`config.mk`:
```
export PLATFORM = sky130hd
export DESIGN_NAME = vfpm_sequencer_flat
export DESIGN_NICKNAME = d
export VERILOG_FILES = /design/src/rtl/vfpm_pkg.sv /design/src/rtl/vfpm_if.sv /design/src/rtl/vfpm_tag_pipe.sv /design/src/rtl/vfpm_sequencer.sv /design/src/flat_wrapper.sv
export SDC_FILE = /design/constraint.sdc
export NUM_CORES = 1
export LEC_CHECK = 0
export ABC_AREA = 1
export CAP_MARGIN = 10
export CORE_UTILIZATION = 31
export CTS_BUF_LIST = sky130_fd_sc_hd__clkbuf_2 sky130_fd_sc_hd__clkbuf_4 sky130_fd_sc_hd__clkbuf_8
export DETAILED_ROUTE_END_ITERATION = 8
export PLACE_DENSITY_LB_ADDON = 0.3
export SLEW_MARGIN = 20
export SYNTH_ARGS = -nofsm -noshare
export SYNTH_HDL_FRONTEND = slang
export SYNTH_SLANG_ARGS = --single-unit
```
`constraint.sdc`:
```
create_clock -name clk -period 2 [get_ports clk]
set_clock_uncertainty 0.05 [all_clocks]
set_input_delay 0.3 -clock clk [delete_from_list [all_inputs] [get_ports clk]]
set_output_delay 0.3 -clock clk [all_outputs]
set_load 0.05 [all_outputs]
```
`src/rtl/vfpm_pkg.sv`:
```
// Shared definitions for the vector fp32 multiply sequencer:
// default sizing, FSM encoding and the fp32 infinity exponent.
package vfpm_pkg;

   localparam int VLEN_MAX_DEF = 8;
   localparam int MUL_LAT_DEF  = 3;

   localparam logic [7:0] FP32_INF_EXP = 8'hFF;

   typedef enum logic [1:0] {
      IDLE  = 2'd0,
      ISSUE = 2'd1,
      DRAIN = 2'd2,
      DONE  = 2'd3
   } state_t;

endpackage

```
`src/rtl/vfpm_if.sv`:
```
// Operand-read, datapath and result-write buses between the
// sequencer (master) and its register files / datapath (slave).
interface vfpm_if;

   logic        op_rd;
   logic [2:0]  op_addr;
   logic [31:0] a_in;
   logic [31:0] b_in;
   logic        dp_start;
   logic [31:0] dp_a;
   logic [31:0] dp_b;
   logic [31:0] dp_result;
   logic        dp_overflow;
   logic        res_we;
   logic [2:0]  res_addr;
   logic [31:0] res_data;

   modport master (
      output op_rd, op_addr, dp_start, dp_a, dp_b,
      output res_we, res_addr, res_data,
      input  a_in, b_in, dp_result, dp_overflow
   );

   modport slave (
      input  op_rd, op_addr, dp_start, dp_a, dp_b,
      input  res_we, res_addr, res_data,
      output a_in, b_in, dp_result, dp_overflow
   );

endinterface

```
`src/rtl/vfpm_tag_pipe.sv`:
```
// Shift register carrying {valid, index} alongside the datapath so
// each result arrives tagged with the element it belongs to.
module vfpm_tag_pipe #(
   parameter int DEPTH = 3,
   parameter int IW    = 3
) (
   input  logic          clk,
   input  logic          rst_n,
   input  logic          in_vld,
   input  logic [IW-1:0] in_idx,
   output logic          out_vld,
   output logic [IW-1:0] out_idx,
   output logic          pending
);

   logic [DEPTH-1:0] vld_q, vld_d;
   logic [IW-1:0]    idx_q [DEPTH];
   logic [IW-1:0]    idx_d [DEPTH];

   always_comb begin
      vld_d[0] = in_vld;
      idx_d[0] = in_idx;
      for (int i = 1; i < DEPTH; i++) begin
         vld_d[i] = vld_q[i-1];
         idx_d[i] = idx_q[i-1];
      end
   end

   always_ff @(posedge clk or negedge rst_n) begin
      if (!rst_n) begin
         vld_q <= '0;
         for (int i = 0; i < DEPTH; i++) idx_q[i] <= '0;
      end else begin
         vld_q <= vld_d;
         idx_q <= idx_d;
      end
   end

   // Anything still in flight beyond the stage being written now
   always_comb begin
      pending = 1'b0;
      for (int i = 0; i < DEPTH - 1; i++) pending = pending | vld_q[i];
   end

   assign out_vld = vld_q[DEPTH-1];
   assign out_idx = idx_q[DEPTH-1];

endmodule

```
`src/rtl/vfpm_sequencer.sv`:
```
// Issues vec_len element multiplies to a fixed-latency datapath and
// writes tagged results back, saturating overflows to signed infinity.
module vfpm_sequencer
   import vfpm_pkg::*;
#(
   parameter int VLEN_MAX = VLEN_MAX_DEF,
   parameter int MUL_LAT  = MUL_LAT_DEF
) (
   input  logic                clk,
   input  logic                reset,
   input  logic                start,
   input  logic [3:0]          vec_len,
   vfpm_if.master              bus,
   output logic                busy,
   output logic                done,
   output logic                err,
   output logic [VLEN_MAX-1:0] ovf_mask,
   output logic                ovf_any
);

   localparam logic [3:0] LEN_MAX = 4'(VLEN_MAX);

   state_t                state_q, state_d;
   logic [3:0]            len_q, len_d;
   logic [2:0]            idx_q, idx_d;
   logic [VLEN_MAX-1:0]   mask_q, mask_d;
   logic                  err_q, err_d;
   logic                  issue, legal, last;
   logic                  out_vld, pending;
   logic [2:0]            out_idx;

   assign legal = (vec_len != 4'd0) && (vec_len <= LEN_MAX);
   assign last  = (({1'b0, idx_q} + 4'd1) == len_q);

   always_comb begin
      state_d = state_q;
      len_d   = len_q;
      idx_d   = idx_q;
      mask_d  = mask_q;
      err_d   = 1'b0;
      issue   = 1'b0;
      if (out_vld && bus.dp_overflow) mask_d[out_idx] = 1'b1;
      unique case (state_q)
         IDLE: begin
            if (start && legal) begin
               len_d   = vec_len;
               idx_d   = 3'd0;
               mask_d  = '0;
               state_d = ISSUE;
            end else if (start) begin
               err_d = 1'b1;
            end
         end
         ISSUE: begin
            issue = 1'b1;
            if (last) state_d = DRAIN;
            else      idx_d   = idx_q + 3'd1;
         end
         DRAIN: begin
            if (!pending) state_d = DONE;
         end
         DONE: begin
            state_d = IDLE;
         end
         default: state_d = IDLE;
      endcase
   end

   always_ff @(posedge clk or negedge reset) begin
      if (!reset) begin
         state_q <= IDLE;
         len_q   <= '0;
         idx_q   <= '0;
         mask_q  <= '0;
         err_q   <= 1'b0;
      end else begin
         state_q <= state_d;
         len_q   <= len_d;
         idx_q   <= idx_d;
         mask_q  <= mask_d;
         err_q   <= err_d;
      end
   end

   vfpm_tag_pipe #(
      .DEPTH (MUL_LAT),
      .IW    (3)
   ) u_tag_pipe (
      .clk     (clk),
      .rst_n   (reset),
      .in_vld  (issue),
      .in_idx  (idx_q),
      .out_vld (out_vld),
      .out_idx (out_idx),
      .pending (pending)
   );

   // Bus outputs are gated so nothing leaks out while idle or in reset
   assign bus.op_rd    = issue;
   assign bus.op_addr  = issue ? idx_q : 3'd0;
   assign bus.dp_start = issue;
   assign bus.dp_a     = issue ? bus.a_in : 32'd0;
   assign bus.dp_b     = issue ? bus.b_in : 32'd0;
   assign bus.res_we   = out_vld;
   assign bus.res_addr = out_vld ? out_idx : 3'd0;

   always_comb begin
      bus.res_data = 32'd0;
      if (out_vld) begin
         if (bus.dp_overflow)
            bus.res_data = {bus.dp_result[31], FP32_INF_EXP, 23'h0};
         else
            bus.res_data = bus.dp_result;
      end
   end

   assign busy     = (state_q != IDLE);
   assign done     = (state_q == DONE);
   assign err      = err_q;
   assign ovf_mask = mask_q;
   assign ovf_any  = |mask_q;

endmodule

```
`src/flat_wrapper.sv`:
```
// flat-port wrapper written by rule: the top's interface ports become plain ports
module vfpm_sequencer_flat import vfpm_pkg::*;
#(
   parameter int VLEN_MAX = VLEN_MAX_DEF,
   parameter int MUL_LAT  = MUL_LAT_DEF
)
  (clk, reset, start, vec_len, busy, done, err, ovf_mask, ovf_any, bus_op_rd, bus_op_addr, bus_dp_start, bus_dp_a, bus_dp_b, bus_res_we, bus_res_addr, bus_res_data, bus_a_in, bus_b_in, bus_dp_result, bus_dp_overflow);
  vfpm_if bus_i ();
  input  logic clk;
  input  logic reset;
  input  logic start;
  input  logic [3:0] vec_len;
  output logic busy;
  output logic done;
  output logic err;
  output logic [VLEN_MAX-1:0] ovf_mask;
  output logic ovf_any;
  output wire logic [$bits(bus_i.op_rd)-1:0] bus_op_rd;
  output wire logic [$bits(bus_i.op_addr)-1:0] bus_op_addr;
  output wire logic [$bits(bus_i.dp_start)-1:0] bus_dp_start;
  output wire logic [$bits(bus_i.dp_a)-1:0] bus_dp_a;
  output wire logic [$bits(bus_i.dp_b)-1:0] bus_dp_b;
  output wire logic [$bits(bus_i.res_we)-1:0] bus_res_we;
  output wire logic [$bits(bus_i.res_addr)-1:0] bus_res_addr;
  output wire logic [$bits(bus_i.res_data)-1:0] bus_res_data;
  input wire logic [$bits(bus_i.a_in)-1:0] bus_a_in;
  input wire logic [$bits(bus_i.b_in)-1:0] bus_b_in;
  input wire logic [$bits(bus_i.dp_result)-1:0] bus_dp_result;
  input wire logic [$bits(bus_i.dp_overflow)-1:0] bus_dp_overflow;
  assign bus_op_rd = bus_i.op_rd;
  assign bus_op_addr = bus_i.op_addr;
  assign bus_dp_start = bus_i.dp_start;
  assign bus_dp_a = bus_i.dp_a;
  assign bus_dp_b = bus_i.dp_b;
  assign bus_res_we = bus_i.res_we;
  assign bus_res_addr = bus_i.res_addr;
  assign bus_res_data = bus_i.res_data;
  assign bus_i.a_in = bus_a_in;
  assign bus_i.b_in = bus_b_in;
  assign bus_i.dp_result = bus_dp_result;
  assign bus_i.dp_overflow = bus_dp_overflow;
  vfpm_sequencer #(.VLEN_MAX(VLEN_MAX), .MUL_LAT(MUL_LAT)) u_core (.clk(clk), .reset(reset), .start(start), .vec_len(vec_len), .bus(bus_i), .busy(busy), .done(done), .err(err), .ovf_mask(ovf_mask), .ovf_any(ovf_any));
endmodule
```
After elaboration in Yosys (flattened, before gate mapping) --
Index checks and enable logic that the tools add are counted.
Cells by class: magnitude comparators 3, reduce and logical (&&, ||, !) cells 12, bitwise logic cells 2, multiplexer cells 22, add/subtract/negate cells 2, equality and inequality tests 8
Operator list (count):
- 32-bit 2-to-1 mux | 3
- 31-bit 2-to-1 mux | 1
- 8-bit 2-to-1 mux | 3
- 3-bit 2-to-1 mux | 4
- 8-bit OR | 1
- 2-bit one-hot mux with 4 select lines | 1
- 8-bit OR reduction | 1
- 2-bit 2-to-1 mux | 3
- 3-bit one-hot mux with 2 select lines | 1
- 3-bit AND reduction | 2
- 1-bit 2-to-1 mux | 5
- 3-bit by 1-bit adder with 4-bit output, second input constant | 1
- 2-bit equality test, second input constant | 2
- 4-bit equality test | 1
- 4-bit less-or-equal comparator, second input constant | 1
- 1-bit logical AND | 4
- 3-bit by 4-bit less-than comparator with 1-bit output, second input constant | 1
- 2-bit by 1-bit != test with 1-bit output, second input constant | 2
- 2-bit != test, second input constant | 2
- 2-bit nonzero test | 2
- 4-bit nonzero test | 1
- 3-bit by 1-bit adder with 3-bit output, second input constant | 1
- 1-bit demux with 3-bit select | 1
- 3-bit by 1-bit greater-or-equal comparator with 1-bit output, second input constant | 1
- 4 further kinds | 4
Word-level totals: output and inout port bits 117, register bits after elaboration 30

Longest topological paths before layout --
Gate-level depths: netlist (run 1).
depth after elaboration 8, gate-level depth with buffers 10

Hierarchy --
Synthesis (run 1) repeated with hierarchy kept, for this count alone.
Second synthesis, totals: cell total of the unflattened synthesis 374, area total of the unflattened synthesis 2227.1 um^2
Modules (own cells, without submodules):
- vfpm_sequencer | cells each 359, instances 1, area an instance 1915.6 um^2
- vfpm_tag_pipe | cells each 15, instances 1, area an instance 311.5 um^2

Worst setup path before layout (run 1) --
No wires, ideal clock.
kind register -> output, start reg u_core.state_q[1], end out bus_dp_a[11], stages on the path, launching flop included 8, data arrival time 1926 ps, buffers on the path 3, required time 1650 ps, path slack -276 ps, cells stage by stage dfrtp_1 -> inv_1 -> ha_1 -> buf_6 -> buf_2 -> buf_2 -> nand2_1 -> inv_1
Between the ends: word-level cells in the longest chain between the ends 3
RTL lines:
- from (decl) | line vfpm_sequencer.sv:23 | state_t state_q, state_d;
- from (signal assigned) | line vfpm_sequencer.sv:77 | state_q <= state_d;
- 2-bit by 1-bit equality test with 1-bit output | line vfpm_sequencer.sv:43 | unique case (state_q)
- 1-bit 2-to-1 mux | line vfpm_sequencer.sv:43
- named net bus_dp_start | line flat_wrapper.sv:20 | output wire logic [$bits(bus_i.dp_start)-1:0] bus_dp_start;
- 32-bit 2-to-1 mux | line vfpm_sequencer.sv:102 | assign bus.dp_a = issue ? bus.a_in : 32'd0;
- to (decl) | line flat_wrapper.sv:21 | output wire logic [$bits(bus_i.dp_a)-1:0] bus_dp_a;
The timed path passes the listed nets, and every way through them passes these cells.

Final worst setup path (run 1) --
start reg u_core.state_q[1], end out bus_dp_a[9]
Between the ends: word-level cells in the longest chain between the ends 3
RTL lines (line):
- 2-bit by 1-bit equality test with 1-bit output | vfpm_sequencer.sv:43
- 1-bit 2-to-1 mux | vfpm_sequencer.sv:43
- 32-bit 2-to-1 mux | vfpm_sequencer.sv:102
No other way between the ends.

==> results of run 1 <==
==> timing repair <==
item,4_1_cts,5_1_grt
hold buffers,0,0
resized for setup,0,1
endpoints found under the hold margin,0,0
setup buffers,2,0
setup endpoints to repair,61,49
==> state kept, by name, indices dropped and copies added (netlist names) <==
| signal | count |
|---|---|
| u_core.err | 1 |
| u_core.idx_q | 3 |
| u_core.len_q | 4 |
| u_core.ovf_mask | 8 |
| u_core.state_q | 2 |
| u_core.u_tag_pipe.idx_d | 6 |
| u_core.u_tag_pipe.out_idx | 3 |
| u_core.u_tag_pipe.vld_q | 3 |
==> power by group through the flow <==
stage	logic, mW	registers [mW]	clock network, mW
after floorplan	3.29	1.07	0
after global routing	6.98	0.990	0.636
final	6.67	0.965	0.593
after global placement	6.51	0.958	0
after CTS	6.69	0.961	0.605
after detailed placement	6.63	0.966	0
==> Yosys cell counts, drive strengths merged <==
| cell type | count | area share [%] |
|---|---|---|
| nor4 | 2 | 0.56 |
| nand2 | 127 | 22 |
| dfrtp | 30 | 34 |
| ha | 6 | 3.4 |
| inv | 123 | 21 |
| o21ai | 11 | 2.5 |
| nand3 | 11 | 3.9 |
| nor2 | 37 | 6.7 |
| clkbuf | 7 | 1.2 |
| nand4 | 7 | 2.2 |
| or2 | 1 | 0.28 |
| a21oi | 3 | 0.84 |
| buf | 6 | 2.0 |
==> critical path: stages, from the launching register on <==
cell and delay (ns):
sky130_fd_sc_hd__dfrtp_1 0.43, sky130_fd_sc_hd__inv_2 0.12, sky130_fd_sc_hd__ha_4 0.21, sky130_fd_sc_hd__buf_12 0.18
sky130_fd_sc_hd__nand2_1 0.09, sky130_fd_sc_hd__inv_1 0.11, sky130_fd_sc_hd__buf_12 0.15
==> worst max-delay path by stage <==
| stage | startpoint | end | slack (ns) | cells past startpoint |
|---|---|---|---|---|
| floorplan | u_core.u_tag_pipe.vld_q[2] | bus_res_data[10] | -0.12 | 3 |
| global route | u_core.state_q[1] | bus_dp_a[9] | 0.004 | 6 |
| global placement | bus_dp_overflow | bus_res_data[18] | 0.19 | 6 |
| finish | u_core.state_q[1] | bus_dp_a[9] | 0.07 | 6 |
| CTS | u_core.state_q[1] | bus_dp_a[9] | 0.04 | 6 |
| detailed placement | bus_dp_overflow | bus_res_data[16] | 0.10 | 6 |
==> placed cells by master, fill, tap and decap left out, drive strengths merged, types with 2 or more instances in the layout <==
cell,Yosys,layout
nand2,127,127
inv,123,122
buf,6,116
clkdlybuf4s50,0,112
nor2,37,37
dfrtp,30,30
o21ai,11,11
nand3,11,11
nand4,7,7
ha,6,6
clkbuf,7,5
a21oi,3,3
nor4,2,2
clkinv,0,2
==> cell families (layout without fill, tap and decap cells) <==
kind of cell	after synthesis	after routing	synth area share (%)
flops	30	30	33.7
buf+inv	136	359	24.0
compound gates	14	14	3.32
fa+ha+maj	6	6	3.37
simple gates	185	185	35.6
==> metal layers <==
layer / vias to the layer above / global-route usage, % / wire length [µm]
li1: 1473 / - / -
met2: 161 / 51.5 / 5290
met5: - / 0 / 0
met1: 1335 / 20.4 / 2750
met4: 0 / 9.24 / 245
met3: 22 / 8.29 / 876
==> through the flow <==
stage | cell area [µm²] | hold WS, ns | TNS [ns] | total power [mW]
6_report | 5730 | 0.300 | 0 | 8.22
2_1_floorplan | 2240 | -0.0456 | -2.39 | 4.35
5_1_grt | 5730 | 0.304 | 0 | 8.60
3_3_place_gp | 5610 | 0.282 | 0 | 7.46
3_5_place_dp | 5610 | 0.286 | 0 | 7.59
4_1_cts | 5730 | 0.301 | 0 | 8.25
==> final cells by class <==
| cell class | instances | area (µm²) | share of cell area (%) |
|---|---|---|---|
| flip-flops and latches | 30 | 751 | 13.1 |
| inverters | 123 | 465 | 8.12 |
| repair buffers | 228 | 3330 | 58.1 |
| clock inverters | 3 | 40.0 | 0.699 |
| well taps | 96 | 120 | 2.10 |
| clock buffers | 5 | 68.8 | 1.20 |
| multi-input cells | 205 | 953 | 16.6 |
==> key figures, run 1 <==
Placed design
  • Pre-CTS setup slack: 0.103 ns
  • Total placed cells including tap cells: 680
  • GP Congestion: 0.834
  • Count of port buffers added during placement: 220
  • HPWL after DPL: 7.84 mm

Worst setup path
  • Data arrival time of the critical path: 1.58 ns
  • Start-to-end type of the worst setup path: reg2out
  • Kind of capture point of the worst setup path: primary output
  • R2r startpoint: u_core.idx_q[0]
  • Worst setup slack for register-to-register paths: 0.27 ns
  • Critical Path RT: 1.65 ns
  • Capture instance of the worst register-to-register path: u_core.state_q[0]
  • Path depth of the worst reg2reg path: 9
  • Crit Path Max Fanout: 28
  • Critical Path Start Type: flop

Floorplan
  • Starting Density: 32.4%
  • Core box area: 6870 µm²
  • # IOs: 221
  • Die X: 86.7 µm
  • Number of cell rows: 30
  • Die footprint: 7520 µm²
  • Die Height: 86.7 µm

Clocking
  • Clock Pin Slew Worst Setup and Hold Paths: 0.06 ns
  • Clock latency of the later-clocked register in the worst-skew pair: 0.28 ns
  • Clk Tree Root Cell: sky130_fd_sc_hd__clkbuf_8
  • Max H-tree Level: 2
  • Number of buffers created by CTS: 5
  • CTS tree: yes
  • Clock Tree Buf Depth: 2
  • Number of clock sinks seen by CTS: 30

Pwr
  • Leakage power figure: 3.20 nW
  • Total internal power: 4.01 mW
  • Sequential power share: 11.7%
  • Worst VDD drop: 1.11 mV
  • Combinational share of power: 81.1%
  • Reported net switching power: 4.22 mW
  • Share of power burned in the clock network: 7.2%
  • Power per Cell Area: 1440 nW/µm²
  • Switching share of total power: 51.3%

Detailed routing
  • Count of antenna-violating nets left after detailed routing: 0
  • Routed via count: 2,991
  • Overall routed net length: 9.17 mm
  • Wire length per cell: 13.3 µm
  • 1st-pass router iterations: 5
  • Mean number of vias per cell: 4.33
  • Drt first-iter violations: 105
  • DRC Markers: 0

Logic synthesis
  • Part of the Yosys area used for sequential elements: 33.7%
  • Number of instances in the synthesized netlist: 371
  • Net count after synthesis: 481
  • Cell area after synthesis: 2220 µm²
  • Syn_area_per_cell: 6.00 µm²
  • Number of storage elements in the synthesis netlist: 30
  • Yosys warning total: 0
  • Number of distinct library cell variants in the gate-level netlist after synthesis: 23

Run
  • Max Cap Violations: 0

Timing
  • Post-route minimum period: 1.93 ns
  • Count of endpoints failing hold in the final timing report: 0
  • Part of the cycle the worst path needs: 96.4%
  • Relative slew slack: 65.4%
  • Fin worst setup slack: 0.0730 ns
  • Setup Viol. Count Final: 0
  • Slew Limit Fails: 0
  • Setup repair after global routing missed its margin: false
  • Slew at the pin with the worst max-slew slack: 0.518 ns
  • Max frequency: 519 MHz

Cells and area
  • Post-Route Utilization: 83.4%
  • Filler instances: 376
  • Layout overhead on the synthesized area: 158%
  • Number of non-filler instances in the completed layout: 690
  • Antenna cells: 0
  • Layout cells sized above 1: 24.2%
  • Final nets: 703

Global route
  • Global-route wire length before repair: 14.1 mm
  • GRT overflow: 0
  • GRT Total Usage: 24.5%
  • Vias in the first global route: 3,118
  • Largest net degree at the start of global routing: 35
  • Number of antenna violations at the first check in global routing: 0

Worst hold path
  • Worst hold path depth: 0
  • Path class of the lowest-slack min-delay path: reg2reg
  • Hold path start: u_core.u_tag_pipe.idx_d[4]
  • Endpoint of the worst hold-timing path: u_core.u_tag_pipe.idx_d[1]

Status
  • Status: complete, no violations
Note: power is estimated with default switching activity, not from simulation.
==> inputs of run 2 (changes only) <==
--- a/config.mk
+++ b/config.mk
@@ -7,6 +7,7 @@
 export LEC_CHECK = 0
 export ABC_AREA = 1
 export CAP_MARGIN = 10
+export CORE_ASPECT_RATIO = 1.25
 export CORE_UTILIZATION = 31
 export CTS_BUF_LIST = sky130_fd_sc_hd__clkbuf_2 sky130_fd_sc_hd__clkbuf_4 sky130_fd_sc_hd__clkbuf_8
 export DETAILED_ROUTE_END_ITERATION = 8
==> run 2 against run 1 <==
Net effect:
- sequential power is 3.2% higher
- power is 1.2% higher
- via count is 1.9% higher
- hold slack worse by 0.00054 ns
- cell count is 1.3% lower
- non-clock buffer count is 3 lower
- flip-flop and latch count stayed put
- critical path depth stayed put
- largest cell class unchanged
- highest routed layer unchanged
==> key figures, run 2 (synthesized netlist as in run 1, its figures left out) <==
Pwr
  • Switching share of total power: 52.0% (+0.67 points)
  • Combinational share of power: 80.9% (-0.2 points)
  • Sequential power share: 12.0% (+0.3 points)
  • Power per Cell Area: 1460 nW/µm² (+1.5%)
  • Leakage power figure: 3.19 nW (-0.48%)
  • Reported net switching power: 4.32 mW (+2.5%)
  • Worst VDD drop: 1.18 mV (+5.7%)
  • Total internal power: 4.00 mW (-0.20%)
  • Share of power burned in the clock network: 7.2% (about the same)

Timing
  • Setup repair after global routing missed its margin: false
  • Relative slew slack: 65.6% (+0.21 points)
  • Part of the cycle the worst path needs: 96.7% (+0.38 points)
  • Slew Limit Fails: 0 (unchanged)
  • Count of endpoints failing hold in the final timing report: 0 (unchanged)
  • Fin worst setup slack: 0.0653 ns (-0.00763 ns)
  • Hold slack: 0.300 ns (-0.000535 ns)
  • Setup Viol. Count Final: 0 (unchanged)
  • Slew at the pin with the worst max-slew slack: 0.511 ns (-0.00690 ns)
  • Max frequency: 517 MHz (-0.39%)
  • Post-route minimum period: 1.93 ns (+0.00763 ns)

Worst setup path
  • Highest-delay cell along the critical path: sky130_fd_sc_hd__dfrtp_1
  • Start-to-end type of the worst setup path: reg2out
  • Critical Path RT: 1.65 ns (about the same)
  • Critical Path Start Type: flop
  • Crit Path Max Fanout: 37 (+32%)
  • Crit path cell chain: inv_2 -> ha_4 -> buf_16 -> nand2_1 -> inv_1 -> buf_12
  • Data arrival time of the critical path: 1.58 ns (about the same)
  • Kind of capture point of the worst setup path: primary output
  • Longest individual stage delay on the worst path: 0.42 ns (about the same)

Global route
  • Vias in the first global route: 3,150 (+1.0%)
  • Global-route wire length before repair: 15.1 mm (+7.0%)
  • Number of antenna violations at the first check in global routing: 0 (unchanged)
  • GRT overflow: 0 (unchanged)
  • GRT Total Usage: 25.9% (+1.4 points)
  • Largest net degree at the start of global routing: 38 (+8.6%)

Placed design
  • Total placed cells including tap cells: 672 (-1.2%)
  • Count of port buffers added during placement: 220 (unchanged)
  • Cell area after placement: 5570 µm² (-0.71%)
  • HPWL after DPL: 7.90 mm (+0.69%)
  • Pre-CTS setup slack: 0.156 ns (+0.0530 ns)
  • GP Congestion: 0.834 (about the same)

Cells and area
  • Number of non-filler instances in the completed layout: 681 (-1.3%)
  • Most common cell after layout, fill and taps aside: sky130_fd_sc_hd__nand2_1
  • Filler instances: 384 (+2.1%)
  • Most used cells in the layout excluding fill and tap cells: sky130_fd_sc_hd__nand2_1 (123), sky130_fd_sc_hd__inv_1 (115), sky130_fd_sc_hd__clkdlybuf4s50_1 (110)
  • Reg area: 753 µm² (+0.33%)
  • Layout overhead on the synthesized area: 157%
  • Layout cells sized above 1: 25.0% (+0.80 points)
  • Final non-filler cell area: 5710 µm² (-0.31%)
  • Largest register FFs: 8 (unchanged)
  • Antenna cells: 0 (unchanged)
  • Total area of multi-input combinational cells: 953 µm² (unchanged)
  • Final nets: 700 (-0.43%)

Detailed routing
  • Drt first-iter violations: 124 (+18%)
  • Count of antenna-violating nets left after detailed routing: 0 (unchanged)
  • 1st-pass router iterations: 4 (-1)
  • Routed via count: 3,049 (+1.9%)
  • Mean number of vias per cell: 4.48 (+3.3%)
  • Overall routed net length: 9.58 mm (+4.5%)
  • Wire length per cell: 14.1 µm (+5.9%)
  • DRC Markers: 0 (unchanged)

Worst hold path
  • Path class of the lowest-slack min-delay path: reg2reg

Floorplan
  • # IOs: 221 (unchanged)
  • Core box area: 6930 µm² (+0.95%)
  • Die footprint: 7520 µm² (about the same)
  • Starting Density: 32.1% (-0.30 points)
  • Die Height: 96.7 µm (+12%)
  • Number of cell rows: 34 (+13%)
  • Die X: 77.8 µm (-10%)

Clocking
  • CTS tree: yes
  • Max H-tree Level: 2 (unchanged)
  • Number of clock sinks seen by CTS: 30 (unchanged)
  • Post-CTS repair timing setup buffer count: 0 (-2)
  • Number of buffers created by CTS: 5 (unchanged)
  • Clock Tree Buf Depth: 2 (unchanged)
  • Clk Tree Root Cell: sky130_fd_sc_hd__clkbuf_8
  • Clock Pin Slew Worst Setup and Hold Paths: 0.06 ns (about the same)
  • Clock latency of the later-clocked register in the worst-skew pair: 0.28 ns (about the same)

Status
  • Status: complete, no violations

Run
  • Max Cap Violations: 0 (unchanged)
run 2: cell types whose count changed in the layout (fill, tap and decap cells not counted), sizes merged:
cell / before / now
clkdlybuf4s50: 112 / 110
buf: 116 / 115
run 2: area by class of cell:
class,instances,share of cell area [%]
clock inverters,3,0.701
well taps,90,1.97
inverters,123,8.15
clock buffers,5,1.20
flip-flops and latches,30,13.2
repair buffers,225,58.1
multi-input cells,205,16.7
run 2: metal layers:
| layer | GRT usage [%] | part of all wire (%) | vias up |
|---|---|---|---|
| met4 | 10.0 | 3.1 | 0 |
| met5 | 0 | 0 | - |
| met1 | 22.9 | 31 | 1379 |
| met3 | 8.58 | 10 | 26 |
| li1 | - | - | 1464 |
| met2 | 51.8 | 56 | 180 |
run 2: worst max-delay path: cells and delay by family, from the launching register on:
kind                     cells  cell delay (ns)
AND/OR/NAND/NOR              1             0.08
adder cells (fa/ha/maj)      1             0.20
buffers and inverters        4             0.59
flip-flops                   1             0.42
run 2: power groups by stage:
stage | combinational, mW | clock (mW) | sequential (mW)
2_1_floorplan | 3.29 | 0 | 1.07
3_3_place_gp | 6.42 | 0 | 0.974
3_5_place_dp | 6.59 | 0 | 0.998
4_1_cts | 6.76 | 0.594 | 0.990
5_1_grt | 7.03 | 0.627 | 1.02
6_report | 6.73 | 0.597 | 0.996
run 2: worst paths after layout:
kind / startpoint / end / slack (ns) / cells past startpoint
max: u_core.state_q[1] / bus_dp_b[18] / 0.07 / 6
min: u_core.u_tag_pipe.idx_d[2] / u_core.u_tag_pipe.out_idx[2] / 0.30 / 0
max reg2reg: u_core.idx_q[0] / u_core.state_q[1] / 0.18 / 10
max in group asynchronous: reset / u_core.idx_q[0] / 1.21 / 2
min reg2reg: u_core.u_tag_pipe.idx_d[2] / u_core.u_tag_pipe.out_idx[2] / 0.30 / 0
min in group asynchronous: reset / u_core.u_tag_pipe.vld_q[0] / 0.40 / 2
run 2: metrics by stage:
stage	power (mW)	util, %	TNS [ns]
after global routing	8.67	82.4	0
after CTS	8.34	82.3	0
after global placement	7.40	80.3	0
final	8.32	82.4	0
after detailed placement	7.58	80.3	0
after floorplan	4.35	-	-2.39
run 2: repair_timing:
action / 4_1_cts / 5_1_grt
resized for setup: 3 / 5
endpoints found under the setup margin: 56 / 7
hold buffers: 0 / 0
hold endpoints to repair: 0 / 0
gates cloned: 1 / 0
==> inputs of run 3 (changes only) <==
--- a/config.mk
+++ b/config.mk
@@ -10,9 +10,11 @@
 export CORE_ASPECT_RATIO = 1.25
 export CORE_UTILIZATION = 31
 export CTS_BUF_LIST = sky130_fd_sc_hd__clkbuf_2 sky130_fd_sc_hd__clkbuf_4 sky130_fd_sc_hd__clkbuf_8
+export CTS_CLUSTER_DIAMETER = 30
 export DETAILED_ROUTE_END_ITERATION = 8
-export PLACE_DENSITY_LB_ADDON = 0.3
+export PLACE_DENSITY = 0.85
 export SLEW_MARGIN = 20
 export SYNTH_ARGS = -nofsm -noshare
 export SYNTH_HDL_FRONTEND = slang
 export SYNTH_SLANG_ARGS = --single-unit
+export TNS_END_PERCENT = 20
==> run 3 against run 2 <==
Net effect:
- maximum frequency grew 1.5%
- utilization about the same
- sequential power down 3.1%
- cell count up 0.59%
- via count shrank 0.20%
- flip-flop and latch count did not move
- hold slack improved by 0.0013 ns
- power fell by 2.2%
==> key figures, run 3 (synthesized netlist as in run 1, its figures left out) <==
Status
  • Status: complete, no violations

Pwr
  • Design Power: 8.14 mW (-2.2%)
  • Worst VDD drop: 1.09 mV (-7.7%)
  • Power per Cell Area: 1430 nW/µm² (-2.1%)
  • Leakage power figure: 3.20 nW (+0.53%)

Worst setup path
  • Capture instance of the worst register-to-register path: u_core.state_q[0]
  • Start-to-end type of the worst setup path: in2out
  • Path depth of the worst reg2reg path: 10 (unchanged)
  • End of the critical path: bus_res_data[21]
  • Critical path startpoint: bus_dp_overflow
  • Number of cells on the critical path: 6 (unchanged)
  • Data arrival time of the critical path: 1.56 ns (-0.02 ns)
  • Kind of capture point of the worst setup path: primary output
  • R2r startpoint: u_core.idx_q[0]
  • Highest-delay cell along the critical path: sky130_fd_sc_hd__clkdlybuf4s50_1
  • Critical Path Start Type: input pin
  • Crit Path Max Fanout: 23 (-38%)
  • Worst path buffer plus inverter count: 4 (unchanged)
  • Crit path cell chain: clkdlybuf4s50_1 -> inv_1 -> nand2_1 -> buf_4 -> nor2_1 -> buf_12
  • Longest individual stage delay on the worst path: 0.48 ns (+0.06 ns)
  • Critical path's top delay family: buffers and inverters
  • Worst setup slack for register-to-register paths: 0.26 ns (+0.08 ns)
  • Critical Path RT: 1.65 ns (about the same)

Placed design
  • Count of port buffers added during placement: 220 (unchanged)
  • GP Congestion: 0.846 (+1.4%)
  • Pre-CTS setup slack: 0.117 ns (-0.0390 ns)
  • Cell area after placement: 5600 µm² (+0.63%)
  • Total placed cells including tap cells: 675 (+0.45%)
  • HPWL after DPL: 8.56 mm (+8.4%)

Clocking
  • Clk Tree Root Cell: sky130_fd_sc_hd__clkbuf_8
  • Clock Pin Slew Worst Setup and Hold Paths: 0.06 ns (about the same)
  • Number of buffers created by CTS: 5 (unchanged)
  • Max H-tree Level: 2 (unchanged)
  • Number of clock sinks seen by CTS: 30 (unchanged)
  • CTS tree: yes
  • Clock Tree Buf Depth: 2 (unchanged)
  • Clock latency of the later-clocked register in the worst-skew pair: 0.29 ns (about the same)

Floorplan
  • # IOs: 221 (unchanged)
  • Core box area: 6930 µm² (unchanged)
  • Die footprint: 7520 µm² (unchanged)
  • Die X: 77.8 µm (unchanged)
  • Die Height: 96.7 µm (unchanged)
  • Number of cell rows: 34 (unchanged)
  • Starting Density: 32.1% (unchanged)

Cells and area
  • Layout overhead on the synthesized area: 157% (about the same)
  • Most common cell after layout, fill and taps aside: sky130_fd_sc_hd__nand2_1
  • Reg area: 751 µm² (-0.33%)
  • Most used cells in the layout excluding fill and tap cells: sky130_fd_sc_hd__nand2_1 (123), sky130_fd_sc_hd__inv_1 (118), sky130_fd_sc_hd__clkdlybuf4s50_1 (110)
  • Final non-filler cell area: 5710 µm² (about the same)
  • Layout cells sized above 1: 24.7% (-0.34 points)
  • Number of non-filler instances in the completed layout: 685 (+0.59%)
  • Total area of multi-input combinational cells: 953 µm² (unchanged)
  • Filler instances: 410 (+6.8%)
  • Largest register FFs: 8 (unchanged)
  • Post-Route Utilization: 82.4% (about the same)
  • Antenna cells: 0 (unchanged)
  • Final nets: 704 (+0.57%)

Global route
  • Largest net degree at the start of global routing: 31 (-18%)
  • GRT overflow: 0 (unchanged)
  • Vias in the first global route: 3,215 (+2.1%)
  • GRT Total Usage: 27.1% (+1.2 points)
  • Number of antenna violations at the first check in global routing: 0 (unchanged)
  • Global-route wire length before repair: 15.6 mm (+3.1%)

Timing
  • Slew at the pin with the worst max-slew slack: 0.531 ns (+0.0205 ns)
  • Slew Limit Fails: 0 (unchanged)
  • Fin worst setup slack: 0.0941 ns (+0.0287 ns)
  • Relative slew slack: 64.3% (-1.3 points)
  • Post-route minimum period: 1.91 ns (-0.0287 ns)
  • Count of endpoints failing hold in the final timing report: 0 (unchanged)
  • Max frequency: 525 MHz (+1.5%)
  • Setup TNS: 0 ns (unchanged)
  • Part of the cycle the worst path needs: 95.3% (-1.4 points)
  • Hold slack: 0.301 ns (+0.00131 ns)
  • Setup repair after global routing missed its margin: false
  • Setup Viol. Count Final: 0 (unchanged)

Detailed routing
  • Mean number of vias per cell: 4.44 (-0.78%)
  • DRC Markers: 0 (unchanged)
  • Wire length per cell: 14.3 µm (+1.4%)
  • Overall routed net length: 9.77 mm (+2.0%)
  • 1st-pass router iterations: 4 (unchanged)
  • Routed via count: 3,043 (-0.20%)
  • Drt first-iter violations: 90 (-27%)
  • Count of antenna-violating nets left after detailed routing: 0 (unchanged)

Run
  • Max Cap Violations: 0 (unchanged)

Worst hold path
  • Path class of the lowest-slack min-delay path: reg2reg
[run 3: cell count changes in the layout (fill, tap and decap cells not counted)]
cell / before / now
sky130_fd_sc_hd__bufinv_16: 1 / 0
sky130_fd_sc_hd__dfrtp_1: 28 / 30
sky130_fd_sc_hd__inv_1: 115 / 118
sky130_fd_sc_hd__buf_12: 105 / 107
sky130_fd_sc_hd__buf_16: 2 / 0
sky130_fd_sc_hd__inv_2: 7 / 4
sky130_fd_sc_hd__buf_4: 8 / 12
sky130_fd_sc_hd__clkbuf_4: 0 / 1
sky130_fd_sc_hd__dfrtp_2: 2 / 0
sky130_fd_sc_hd__clkbuf_8: 5 / 6
sky130_fd_sc_hd__clkinv_2: 2 / 1
[run 3: repair_timing]
| action | CTS | global route |
|---|---|---|
| hold buffers | 0 | 0 |
| setup endpoints to repair | 58 | 7 |
| setup buffers | 2 | 0 |
| gates resized for setup | 0 | 1 |
| endpoints found under the hold margin | 0 | 0 |
[run 3: worst min path at each step]
| stage | start | end | slack, ns | cells after the start |
|---|---|---|---|---|
| after global placement | u_core.u_tag_pipe.idx_d[0] | u_core.u_tag_pipe.out_idx[0] | 0.29 | 0 |
| after detailed placement | u_core.u_tag_pipe.idx_d[0] | u_core.u_tag_pipe.out_idx[0] | 0.29 | 0 |
| final | u_core.u_tag_pipe.idx_d[4] | u_core.u_tag_pipe.idx_d[1] | 0.30 | 0 |
| after global routing | u_core.u_tag_pipe.idx_d[4] | u_core.u_tag_pipe.idx_d[1] | 0.32 | 0 |
| after CTS | u_core.u_tag_pipe.idx_d[4] | u_core.u_tag_pipe.idx_d[1] | 0.30 | 0 |
| after floorplan | reset | u_core.err | -0.05 | 0 |
[run 3: cell type report]
class                           instances  share of cell area (%)
Timing Repair Buffer                  229                    58.4
Multi-Input combinational cell        205                    16.7
Sequential cell                        30                    13.1
Inverter                              123                    8.15
Tap cell                               90                    1.97
Clock buffer                            7                    1.58
Clock inverter                          1                  0.0876
[run 3: worst reg2reg max path: cells and delay by family, from the launching register on]
family | cells | cell delay [ns]
and+or+nand+nor | 8 | 0.65
adders and majority gates | 1 | 0.38
buffers and inverters | 1 | 0.05
DFF | 1 | 0.49
[run 3: report_power, final]
part | leakage (nW) | internal [mW] | switching [mW]
Sequential | 0.395 | 0.793 | 0.172
Combinational | 2.76 | 2.85 | 3.81
Clock | 0.0517 | 0.291 | 0.230
[run 3: layer usage]
layer	up-vias	routed length, µm	global-route usage, %
met4	0	242	8.27
met1	1348	2920	22.6
met2	193	5490	55.8
li1	1480	-	-
met3	22	1110	10.3
met5	-	0	0
